### src/rtl/pipe_stage_chain_if.sv
// ============================================================================
// Module      : pipe_stage_chain_if
// Description : Handshake/data bundle between the hazard unit, the pipeline
//               front end and the generic pipeline register chain.
// Revision    : 1.0 - initial release
// ============================================================================
`default_nettype none

interface pipe_stage_chain_if #(
  parameter int DATA_W = 32,
  parameter int STAGES = 4,
  parameter int CNT_W  = 32
);
  logic                     in_valid;
  logic [DATA_W-1:0]        in_data;
  logic                     in_ready;
  logic [STAGES-1:0]        stall;
  logic [STAGES-1:0]        flush;
  logic                     cnt_clr;
  logic [STAGES-1:0]        stage_valid;
  logic [STAGES*DATA_W-1:0] stage_data;
  logic                     out_valid;
  logic [DATA_W-1:0]        out_data;
  logic [CNT_W-1:0]         retire_cnt;
  logic [CNT_W-1:0]         bubble_cnt;

  // Front end / hazard unit side
  modport master (
    output in_valid, in_data, stall, flush, cnt_clr,
    input  in_ready, stage_valid, stage_data, out_valid, out_data,
           retire_cnt, bubble_cnt
  );

  // Pipeline chain side
  modport slave (
    input  in_valid, in_data, stall, flush, cnt_clr,
    output in_ready, stage_valid, stage_data, out_valid, out_data,
           retire_cnt, bubble_cnt
  );
endinterface

`default_nettype wire

### src/rtl/pipe_stage_chain.sv
// ============================================================================
// Module      : pipe_stage_chain
// Description : Generic N-stage pipeline register chain with valid bits,
//               stall propagation, bubble insertion, per-stage flush and
//               saturating retire/bubble counters on the last stage.
// Revision    : 1.0 - initial release
// ============================================================================
`default_nettype none

module pipe_stage_chain #(
  parameter int DATA_W      = 32,
  parameter int STAGES      = 4,
  parameter int CNT_W       = 32,
  parameter bit ZERO_BUBBLE = 1'b1
) (
  input  logic              clk,
  input  logic              rst,
  pipe_stage_chain_if.slave pipe
);

  localparam logic [CNT_W-1:0] C_CNT_MAX = {CNT_W{1'b1}};

  generate
    if (STAGES < 2 || STAGES > 8) begin : g_bad_stages
      $error("pipe_stage_chain: STAGES must lie in 2..8");
    end
  endgenerate

  logic [STAGES-1:0]        hold;
  logic [STAGES-1:0]        valid_q, valid_d;
  logic [DATA_W-1:0]        data_q [STAGES];
  logic [DATA_W-1:0]        data_d [STAGES];
  logic [STAGES-1:0]        src_valid;
  logic [DATA_W-1:0]        src_data [STAGES];
  logic [STAGES-1:0]        ins_bubble;
  logic                     depart;
  logic [CNT_W-1:0]         retire_q, retire_d;
  logic [CNT_W-1:0]         bubble_q, bubble_d;
  logic [STAGES*DATA_W-1:0] stage_data_flat;

  // A bubble either clears the payload or leaves the old one in place
  function automatic logic [DATA_W-1:0] bubble_of(input logic [DATA_W-1:0] cur);
    return ZERO_BUBBLE ? '0 : cur;
  endfunction

  // A stall at stage j freezes every stage at or below j
  genvar g;
  generate
    for (g = 0; g < STAGES; g++) begin : g_hold
      assign hold[g] = |pipe.stall[STAGES-1:g];
    end
  endgenerate

  // Upstream source of each stage, and whether it must take a bubble instead
  always_comb begin
    src_valid     = '0;
    ins_bubble    = '0;
    for (int k = 0; k < STAGES; k++) src_data[k] = '0;
    src_valid[0]  = pipe.in_valid;
    src_data[0]   = pipe.in_valid ? pipe.in_data : bubble_of(data_q[0]);
    for (int k = 1; k < STAGES; k++) begin
      src_valid[k]  = valid_q[k-1];
      src_data[k]   = data_q[k-1];
      ins_bubble[k] = hold[k-1];
    end
  end

  // Per-stage next state: flush > hold > bubble insertion > load
  always_comb begin
    valid_d = valid_q;
    for (int k = 0; k < STAGES; k++) data_d[k] = data_q[k];
    for (int k = 0; k < STAGES; k++) begin
      if (pipe.flush[k]) begin
        valid_d[k] = 1'b0;
        data_d[k]  = bubble_of(data_q[k]);
      end else if (hold[k]) begin
        valid_d[k] = valid_q[k];
        data_d[k]  = data_q[k];
      end else if (ins_bubble[k]) begin
        valid_d[k] = 1'b0;
        data_d[k]  = bubble_of(data_q[k]);
      end else begin
        valid_d[k] = src_valid[k];
        data_d[k]  = src_data[k];
      end
    end
  end

  // Stage registers
  always_ff @(posedge clk) begin
    if (!rst) begin
      valid_q <= '0;
      for (int k = 0; k < STAGES; k++) data_q[k] <= '0;
    end else begin
      valid_q <= valid_d;
      for (int k = 0; k < STAGES; k++) data_q[k] <= data_d[k];
    end
  end

  // A slot leaves the last stage unless it is held there or flushed away
  assign depart = ~hold[STAGES-1] & ~pipe.flush[STAGES-1];

  // Saturating counters; clear beats increment
  always_comb begin
    retire_d = retire_q;
    bubble_d = bubble_q;
    if (pipe.cnt_clr) begin
      retire_d = '0;
      bubble_d = '0;
    end else if (depart) begin
      if (valid_q[STAGES-1]) begin
        if (retire_q != C_CNT_MAX) retire_d = retire_q + CNT_W'(1);
      end else begin
        if (bubble_q != C_CNT_MAX) bubble_d = bubble_q + CNT_W'(1);
      end
    end
  end

  // Counter registers
  always_ff @(posedge clk) begin
    if (!rst) begin
      retire_q <= '0;
      bubble_q <= '0;
    end else begin
      retire_q <= retire_d;
      bubble_q <= bubble_d;
    end
  end

  // Flatten stage payloads onto the output bus
  always_comb begin
    stage_data_flat = '0;
    for (int k = 0; k < STAGES; k++) stage_data_flat[k*DATA_W +: DATA_W] = data_q[k];
  end

  assign pipe.in_ready    = ~hold[0];
  assign pipe.stage_valid = valid_q;
  assign pipe.stage_data  = stage_data_flat;
  assign pipe.out_valid   = valid_q[STAGES-1];
  assign pipe.out_data    = data_q[STAGES-1];
  assign pipe.retire_cnt  = retire_q;
  assign pipe.bubble_cnt  = bubble_q;

endmodule

`default_nettype wire

### src/flat_wrapper.sv
// flat-port wrapper written by rule: the top's interface ports become plain ports
module pipe_stage_chain_flat 
#(
  parameter int DATA_W      = 32,
  parameter int STAGES      = 4,
  parameter int CNT_W       = 32,
  parameter bit ZERO_BUBBLE = 1'b1
)
  (clk, rst, pipe_in_valid, pipe_in_data, pipe_stall, pipe_flush, pipe_cnt_clr, pipe_in_ready, pipe_stage_valid, pipe_stage_data, pipe_out_valid, pipe_out_data, pipe_retire_cnt, pipe_bubble_cnt);
  pipe_stage_chain_if #(.DATA_W(DATA_W), .STAGES(STAGES), .CNT_W(CNT_W)) pipe_i ();
  input  logic clk;
  input  logic rst;
  input wire logic [$bits(pipe_i.in_valid)-1:0] pipe_in_valid;
  input wire logic [$bits(pipe_i.in_data)-1:0] pipe_in_data;
  input wire logic [$bits(pipe_i.stall)-1:0] pipe_stall;
  input wire logic [$bits(pipe_i.flush)-1:0] pipe_flush;
  input wire logic [$bits(pipe_i.cnt_clr)-1:0] pipe_cnt_clr;
  output wire logic [$bits(pipe_i.in_ready)-1:0] pipe_in_ready;
  output wire logic [$bits(pipe_i.stage_valid)-1:0] pipe_stage_valid;
  output wire logic [$bits(pipe_i.stage_data)-1:0] pipe_stage_data;
  output wire logic [$bits(pipe_i.out_valid)-1:0] pipe_out_valid;
  output wire logic [$bits(pipe_i.out_data)-1:0] pipe_out_data;
  output wire logic [$bits(pipe_i.retire_cnt)-1:0] pipe_retire_cnt;
  output wire logic [$bits(pipe_i.bubble_cnt)-1:0] pipe_bubble_cnt;
  assign pipe_i.in_valid = pipe_in_valid;
  assign pipe_i.in_data = pipe_in_data;
  assign pipe_i.stall = pipe_stall;
  assign pipe_i.flush = pipe_flush;
  assign pipe_i.cnt_clr = pipe_cnt_clr;
  assign pipe_in_ready = pipe_i.in_ready;
  assign pipe_stage_valid = pipe_i.stage_valid;
  assign pipe_stage_data = pipe_i.stage_data;
  assign pipe_out_valid = pipe_i.out_valid;
  assign pipe_out_data = pipe_i.out_data;
  assign pipe_retire_cnt = pipe_i.retire_cnt;
  assign pipe_bubble_cnt = pipe_i.bubble_cnt;
  pipe_stage_chain #(.DATA_W(DATA_W), .STAGES(STAGES), .CNT_W(CNT_W), .ZERO_BUBBLE(ZERO_BUBBLE)) u_core (.clk(clk), .rst(rst), .pipe(pipe_i));
endmodule
### config.mk
export PLATFORM = sky130hd
export DESIGN_NAME = pipe_stage_chain_flat
export DESIGN_NICKNAME = d
export VERILOG_FILES = /design/src/rtl/pipe_stage_chain_if.sv /design/src/rtl/pipe_stage_chain.sv /design/src/flat_wrapper.sv
export SDC_FILE = /design/constraint.sdc
export NUM_CORES = 1
export LEC_CHECK = 0
export ABC_AREA = 1
export CAP_MARGIN = 30
export CORE_UTILIZATION = 46
export DETAILED_ROUTE_END_ITERATION = 12
export PLACE_DENSITY = 0.88
export REMOVE_ABC_BUFFERS = 1
export SYNTH_ARGS = -nofsm -noshare
export SYNTH_HDL_FRONTEND = slang
export SYNTH_SLANG_ARGS = --single-unit
### constraint.sdc
create_clock -name clk -period 2.44 [get_ports clk]
set_clock_uncertainty 0.2 [all_clocks]
set_input_delay 0.488 -clock clk [delete_from_list [all_inputs] [get_ports clk]]
set_output_delay 0.488 -clock clk [all_outputs]
set_load 0.1 [all_outputs]
==> metrics list <==
- Post-synth top cells: 416 x sky130_fd_sc_hd__nand2_1, 196 x sky130_fd_sc_hd__dfxtp_1, 169 x sky130_fd_sc_hd__a21oi_1, 166 x sky130_fd_sc_hd__nor2_1, 130 x sky130_fd_sc_hd__buf_4
- TritonCTS built the clock tree.
- Synthesis-to-layout area growth: 23.18%
- End of the worst register-to-register path: u_core.pipe.bubble_cnt[14]$_SDFFE_PP0P_
- Among all cell types in the netlist, the one instantiated most often is sky130_fd_sc_hd__nand2_1.
* Avg WL per Cell: around 14 um
- For this run, the register share of the synthesized area comes to 0.4130.
- Worst hold-check path type: in -> reg
* Die height: ~150 um
* Number of antenna violations at the first check in global routing: 0
- Starting DRC count in detailed routing: 565
- In the final layout, flip-flops and latches occupy 3924 sq um.
- Crit path DAT: 1710 ps
* Fraction of final layout cells with drive strength greater than 1: 0.2064
- For this run, design rule violations remaining after detail routing come to 0.
- For this run, asynchronously set or reset flops after synthesis account for 0.
* Worst flop-to-flop path startpoint: u_core.pipe.bubble_cnt[1]$_SDFFE_PP0P_
- In this run the tightest slew margin relative to its limit is 0.5135.
- Total number of vias: a little over 9000
- At the end of routability-driven placement, the weighted congestion stood at 0.8915.
* Layout net count: 1565
* Share of the synthesized area in the top cell type: 0.4130
* Main flop type after synthesis: sky130_fd_sc_hd__dfxtp_1
- Along the worst path, the maximum fanout reaches 4.
- Biggest area contributors in the synthesized netlist: sky130_fd_sc_hd__dfxtp_1 41%, sky130_fd_sc_hd__nand2_1 16%, sky130_fd_sc_hd__buf_4 10%
- For this design the static power due to leakage is 4.608 nW.
- Start point of the critical path: pipe_stall[2]
* Data required time of the worst path: roughly 1800 ps
- In this run, synthesis inferred 0 flip-flops with an integrated enable.
- Post-CTS Resized: 0
- Max-cap violations in this run came to 0.
- In this run the clock root is driven by a sky130_fd_sc_hd__clkbuf_16.
* Final setup TNS: 0 ps
* Row Count: 52
- The number of antenna diodes in the final layout is 0.
- Cell count after synthesis: 1384
* Fraction of the core area covered by cells at the end of the flow: 0.5784
* IR Drop Worst-Case VDD: 388.9 uV
* Slew Viols, Final: 0
* TritonCTS Sinks: 196
- Transition time of the tightest slew-check pin: 729.8 ps
- R2r worst-path depth: 10
* Die Outline Area: 21230 sq um
* Initial standard-cell utilization of the core: 0.4696
- For this run, the total global-route usage over all layers was measured as 0.2373.
- Largest buffer count on any clock path: 2
* Area of the mapped netlist: 9502 sq um
- Level count of the clock H-tree: 4
- The worst path meets setup with 37.95 ps of slack.
* YS warnings: 0
- Summed over all layers, the global routing overflow is 0.
- Post-detail-place hpwl: 18570 um
- Number of hold-slack violations in the final timing report: 0
* Setup violation total in the final timing report: 0
- End of the critical path: pipe_in_ready
* Final worst path period need: 2402 ps
* Critical Path Start Type: primary input
* Area occupied by multi-input gates: 4006 sq um
- Number of global-route vias before repair: 8195
- The number of different library cells used by synthesis comes to 31.
* Detailed-route wire length: 25620 um
- The count of nets left with antenna violations once routing finished came out at 0.
- Tot Pwr: 6.400 mW
* Status: finished clean
* Synthesized area per cell: 6.865 sq um
* Post-route fraction of the period consumed by the critical path: 0.9844
- Fill cells in the final layout number 1805.
* Hold Path Cell Cnt: 3
- Clock latency on the worst-skew pair, taken at its later pin, is 430 ps.
* RSZ-0062 raised after global routing: no
* Number of I/O pins: roughly 270
- The first global-routing pass estimated 41460 um of wire.
- Sort of element at the end of the critical path: output port
- Counting flops and latches in the post-synthesis netlist gives approximately 200.
* Number of buffers added by the clock tree synthesis step: 17
- Router iterations before antenna repair: 5
- Clock-pin slew was measured on the worst setup and hold paths at approximately 70 ps.
- Static timing analysis puts the maximum clock frequency at 416.3 MHz.
* Total power density per cell area: 546.8 nW/um^2
* Library cell occupying the most area in the post-synthesis netlist: sky130_fd_sc_hd__dfxtp_1
- Critical path start-end classification: in -> out
- Width of the die: 145.7 um
- The setup check on the worst reg-to-reg path leaves a slack of 170 ps.
* Core Box Area: around 20000 sq um
- Using the TritonRoute via totals, the vias-per-cell ratio works out to a little over 5.
- Entering global routing, the biggest net connects 65 pins.
- Minimum setup slack after placement: 21.90 ps
* Count of input and output buffers: 273
- HP Start: pipe_stall[3]
metrics by stage:
step                instances  hold slack [ps]  area [sq um]
detailed placement       1768            268.2         11090
global route             1801            279.3         11700
global placement         1768            263.1         11090
floorplan                1195            428.5          8238
CTS                      1799            244.7         11690
finish                   1801            250.3         11700
cells by family (layout without fill, tap and decap cells):
| family | after synthesis | in the layout | synth area share |
|---|---|---|---|
| buffers and inverters | 273 | 420 | 0.1662 |
| xor gates and xnor gates | 3 | 3 | 0.002766 |
| adders and majority gates | 2 | 2 | 0.002633 |
| AOI/OAI and AO/OA | 186 | 186 | 0.1005 |
| and+or+nand+nor | 724 | 724 | 0.3150 |
| DFF | 196 | 196 | 0.4130 |
registers in the layout, indices dropped and copies added (netlist names):
name                     flops
u_core.data_q              128
u_core.pipe.bubble_cnt      32
u_core.pipe.stage_valid      4
u_core.pipe.retire_cnt      32
worst max-delay path: stages:
cell	delay, ps
sky130_fd_sc_hd__clkdlybuf4s50_1	490
sky130_fd_sc_hd__nor2_8	130
sky130_fd_sc_hd__inv_2	70
sky130_fd_sc_hd__nor2_8	80
sky130_fd_sc_hd__inv_2	50
sky130_fd_sc_hd__nor2_4	190
sky130_fd_sc_hd__buf_12	200
per-layer routing:
layer  wire (um)  GRT usage
met4         416    0.06421
met2       12890     0.4172
met1       10840     0.2959
met3        1461    0.04420
met5           0          0
worst min path at each step:
stage,slack (ps),to
6_report,250,u_core.data_q[0][98]$_SDFFE_PP0N_
2_1_floorplan,430,u_core.data_q[0][100]$_SDFFE_PP0N_
3_3_place_gp,260,u_core.data_q[0][118]$_SDFFE_PP0N_
3_5_place_dp,270,u_core.data_q[0][94]$_SDFFE_PP0N_
4_1_cts,240,u_core.data_q[0][98]$_SDFFE_PP0N_
5_1_grt,280,u_core.data_q[0][98]$_SDFFE_PP0N_
what timing repair did:
item                       4_1_cts  5_1_grt
setup endpoints to repair        0        1
setup buffers                    0        2
hold buffers                     0        0
cell type report:
type,count,area share
tap,270,0.02886
clock inverter,14,0.01518
sequential,196,0.3353
multi-input combinational,915,0.3423
clock buffer,17,0.03635
timing repair buffer,305,0.2151
inverter,84,0.02694
power by group:
| part | internal (mW) | leakage [nW] | total, mW | switching, mW |
|---|---|---|---|---|
| clock | 1.40 | 0.291 | 2.84 | 1.44 |
| sequential | 3.20 | 1.58 | 3.21 | 0.00669 |
| combinational | 0.131 | 2.74 | 0.351 | 0.220 |
cell usage in the layout (no fill, tap or decap), types with 2 or more instances in the layout:
cell type / synthesis / layout
sky130_fd_sc_hd__a21oi_1: 169 / 169
sky130_fd_sc_hd__o21ai_0: 7 / 7
sky130_fd_sc_hd__nor2_2: 4 / 4
sky130_fd_sc_hd__inv_1: 82 / 82
sky130_fd_sc_hd__o21bai_1: 8 / 8
sky130_fd_sc_hd__clkdlybuf4s50_1: 0 / 42
sky130_fd_sc_hd__nand3b_1: 2 / 2
sky130_fd_sc_hd__nand3_1: 102 / 102
sky130_fd_sc_hd__nand2_2: 5 / 5
sky130_fd_sc_hd__nand2_1: 416 / 416
sky130_fd_sc_hd__nor3b_1: 2 / 2
sky130_fd_sc_hd__nor2_4: 1 / 2
sky130_fd_sc_hd__nor3_1: 6 / 6
sky130_fd_sc_hd__inv_6: 0 / 5
sky130_fd_sc_hd__or2_2: 4 / 4
sky130_fd_sc_hd__inv_2: 2 / 2
sky130_fd_sc_hd__clkbuf_16: 0 / 17
sky130_fd_sc_hd__clkinv_8: 0 / 5
sky130_fd_sc_hd__nor2_1: 166 / 165
sky130_fd_sc_hd__xor2_1: 2 / 2
sky130_fd_sc_hd__nor2_8: 3 / 3
sky130_fd_sc_hd__buf_4: 130 / 252
sky130_fd_sc_hd__inv_12: 0 / 2
sky130_fd_sc_hd__buf_12: 0 / 10
sky130_fd_sc_hd__dfxtp_1: 196 / 196
sky130_fd_sc_hd__ha_1: 2 / 2
sky130_fd_sc_hd__nand4_1: 10 / 10
Power figures use the tool's default switching activity.
==> edit: new RTL, same settings <==
Make the reset (`rst`) asynchronous in 2 clocked blocks.
--- a/src/rtl/pipe_stage_chain.sv
+++ b/src/rtl/pipe_stage_chain.sv
@@ -88,5 +88,5 @@
 
   // Stage registers
-  always_ff @(posedge clk) begin
+  always_ff @(posedge clk or negedge rst) begin
     if (!rst) begin
       valid_q <= '0;
@@ -118,5 +118,5 @@
 
   // Counter registers
-  always_ff @(posedge clk) begin
+  always_ff @(posedge clk or negedge rst) begin
     if (!rst) begin
       retire_q <= '0;
Check against the original RTL: differs if rst is asserted again (counterexample within 4 cycles, from zero or initial values and one cycle with rst low); with rst held inactive, the same outputs for 4 cycles.
==> edit against the unedited design <==
  * Register-to-register slack better by 0.18 ns
  * Synthesized area increased by 3.7%
  * Cell area up 10%
  * Sequential cell count unchanged
  * Wire length increased by 16%
  * Setup slack better by 0.015 ns
  * Sequential power grew 2%
  * Global-route usage grew 4.2 points
  * Hold slack improved by 0.091 ns
  * Via count rose by 4.3%
  * Die area grew 3.7%
  * Synthesized cell count down 13%
  * Total power grew 4.4%
  * Critical path type unchanged
  * Largest cell class is now sequential cells
  * Largest power group unchanged
==> edit: results <==
metrics = {
    "run_status": {
        "status": "finished, final reports clean",
    },
    "synthesis": {
        "ys_seq_area_share_pct": 49.8,
        "ys_async_sr_fraction_pct": 100,
        "synth_cell_types": 32,
        "synthCells": 1201,
        "synth.cells.most_frequent": "nand2_1, dfrtp_1, inv_1",
        "synth.area.top_cells": "dfrtp_1, nand2_1, inv_1",
    },
    "timing": {
        "fin_hold_ws_ns": 0.341,
        "relSlewSlack_pct": 60.6,
        "finalCritPeriodShare_pct": 97.8,
    },
    "grt": {
        "grt_pass1_vias": 9253,
        "grt_max_degree": 63,
        "grt_pass1_wl_mm": 48.1,
        "antenna_found_initial": 0,
        "gr-usage-all-layers_pct": 28.0,
    },
    "place": {
        "hpwlAfterDp_mm": 21.5,
        "place_inst": 1694,
        "post_dp_cell_area_um2": 12300,
        "finalWeightedCongestion": 0.944,
        "dpl_worst_slack_ns": 0.0672,
    },
    "cells_and_area": {
        "finalInstanceArea_um2": 12900,
        "nNetsFinal": 1485,
        "drive_above_1_share_pct": 22.5,
        "largest_reg_flops": 96,
    },
    "worst_setup_path": {
        "rr_worst_depth": 9,
        "crit_fanout": 3,
        "crit-reg2reg-launch": "u_core.pipe.bubble_cnt[1]",
        "r2r_slack_ns": 0.35,
        "r2r_end": "u_core.pipe.bubble_cnt[18]",
    },
    "pwr": {
        "ir_drop_mv": 0.442,
        "p_leak_nw": 6.15,
    },
    "cts": {
        "cts.htree.levels": 4,
        "cts_buffers": 17,
    },
    "worst_hold_path": {
        "hold_class": "flop to flop",
        "worstHoldEndpoint": "u_core.pipe.retire_cnt[1]",
        "holdPathStages": 2,
        "worstHoldStart": "u_core.pipe.retire_cnt[1]",
    },
    "route": {
        "wl_per_cell_um": 17.3,
        "drt_iter0_drc": 615,
        "vias": 9462,
        "wl_mm": 29.8,
    },
}
[edit: cell types whose count changed after synthesis, sizes merged, moves of 32 or more]
cell,change
nand2,-135
dfxtp,-196
nor2,-68
o32ai,+66
inv,+114
dfrtp,+196
buf,-103
a21oi,-170
o22ai,+32
o31ai,+33
[edit: worst max path at each step]
| stage | from | endpoint |
|---|---|---|
| finish | pipe_stall[3] | pipe_in_ready |
| CTS | pipe_stall[3] | pipe_in_ready |
| floorplan | u_core.pipe.bubble_cnt[1] | u_core.pipe.bubble_cnt[14] |
| detailed placement | pipe_stall[3] | pipe_in_ready |
| global placement | pipe_stall[3] | pipe_in_ready |
| global route | pipe_stall[3] | pipe_in_ready |
[edit: metal layers]
| layer | GRT usage [%] | up-vias | wire, um |
|---|---|---|---|
| li1 | - | 4376 | - |
| met1 | 34.7 | 4563 | 11700 |
| met2 | 48.2 | 465 | 14900 |
| met3 | 5.83 | 58 | 2410 |
| met4 | 9.85 | 0 | 816 |
| met5 | 0 | - | 0 |
[edit: critical path, stage by stage]
cell	delay, ns
clkdlybuf4s50_1	0.51
nor2_2	0.19
nand2_1	0.15
inv_1	0.16
buf_12	0.19
[edit: final cells by class]
cell class                      count  area (um2)
Sequential cell                   196        4900
Timing Repair Buffer              309        2600
Multi-Input combinational cell    716        3680
Inverter                          199         748
Fill cell                        1789        8130
Clock buffer                       18         429
Clock inverter                     14         185
Tap cell                          275         344
[edit: where the power goes]
group	leakage [nW]	total [mW]	internal, mW	switching, mW
clock	0.299	2.91	1.49	1.42
combinational	3.12	0.507	0.156	0.351
sequential	2.74	3.26	3.25	0.00713
[edit: kinds of logic (layout without fill, tap and decap cells)]
logic type	count (synthesis)	count (layout)	share of synthesized area, %
AND/OR/NAND/NOR	528	528	23.1
buffers and inverters	289	540	12.9
flip-flops	196	196	49.8
AO/OA/AOI/OAI	173	173	12.8
XOR/XNOR	13	13	1.16
adder cells (fa/ha/maj)	2	2	0.254
[edit: what timing repair did]
item                                   in CTS  in global routing
endpoints found under the hold margin      55                  0
setup endpoints to repair                   0                  1
hold buffers                                1                  0
buffers inserted                            0                  0
gates resized for setup                     0                  1
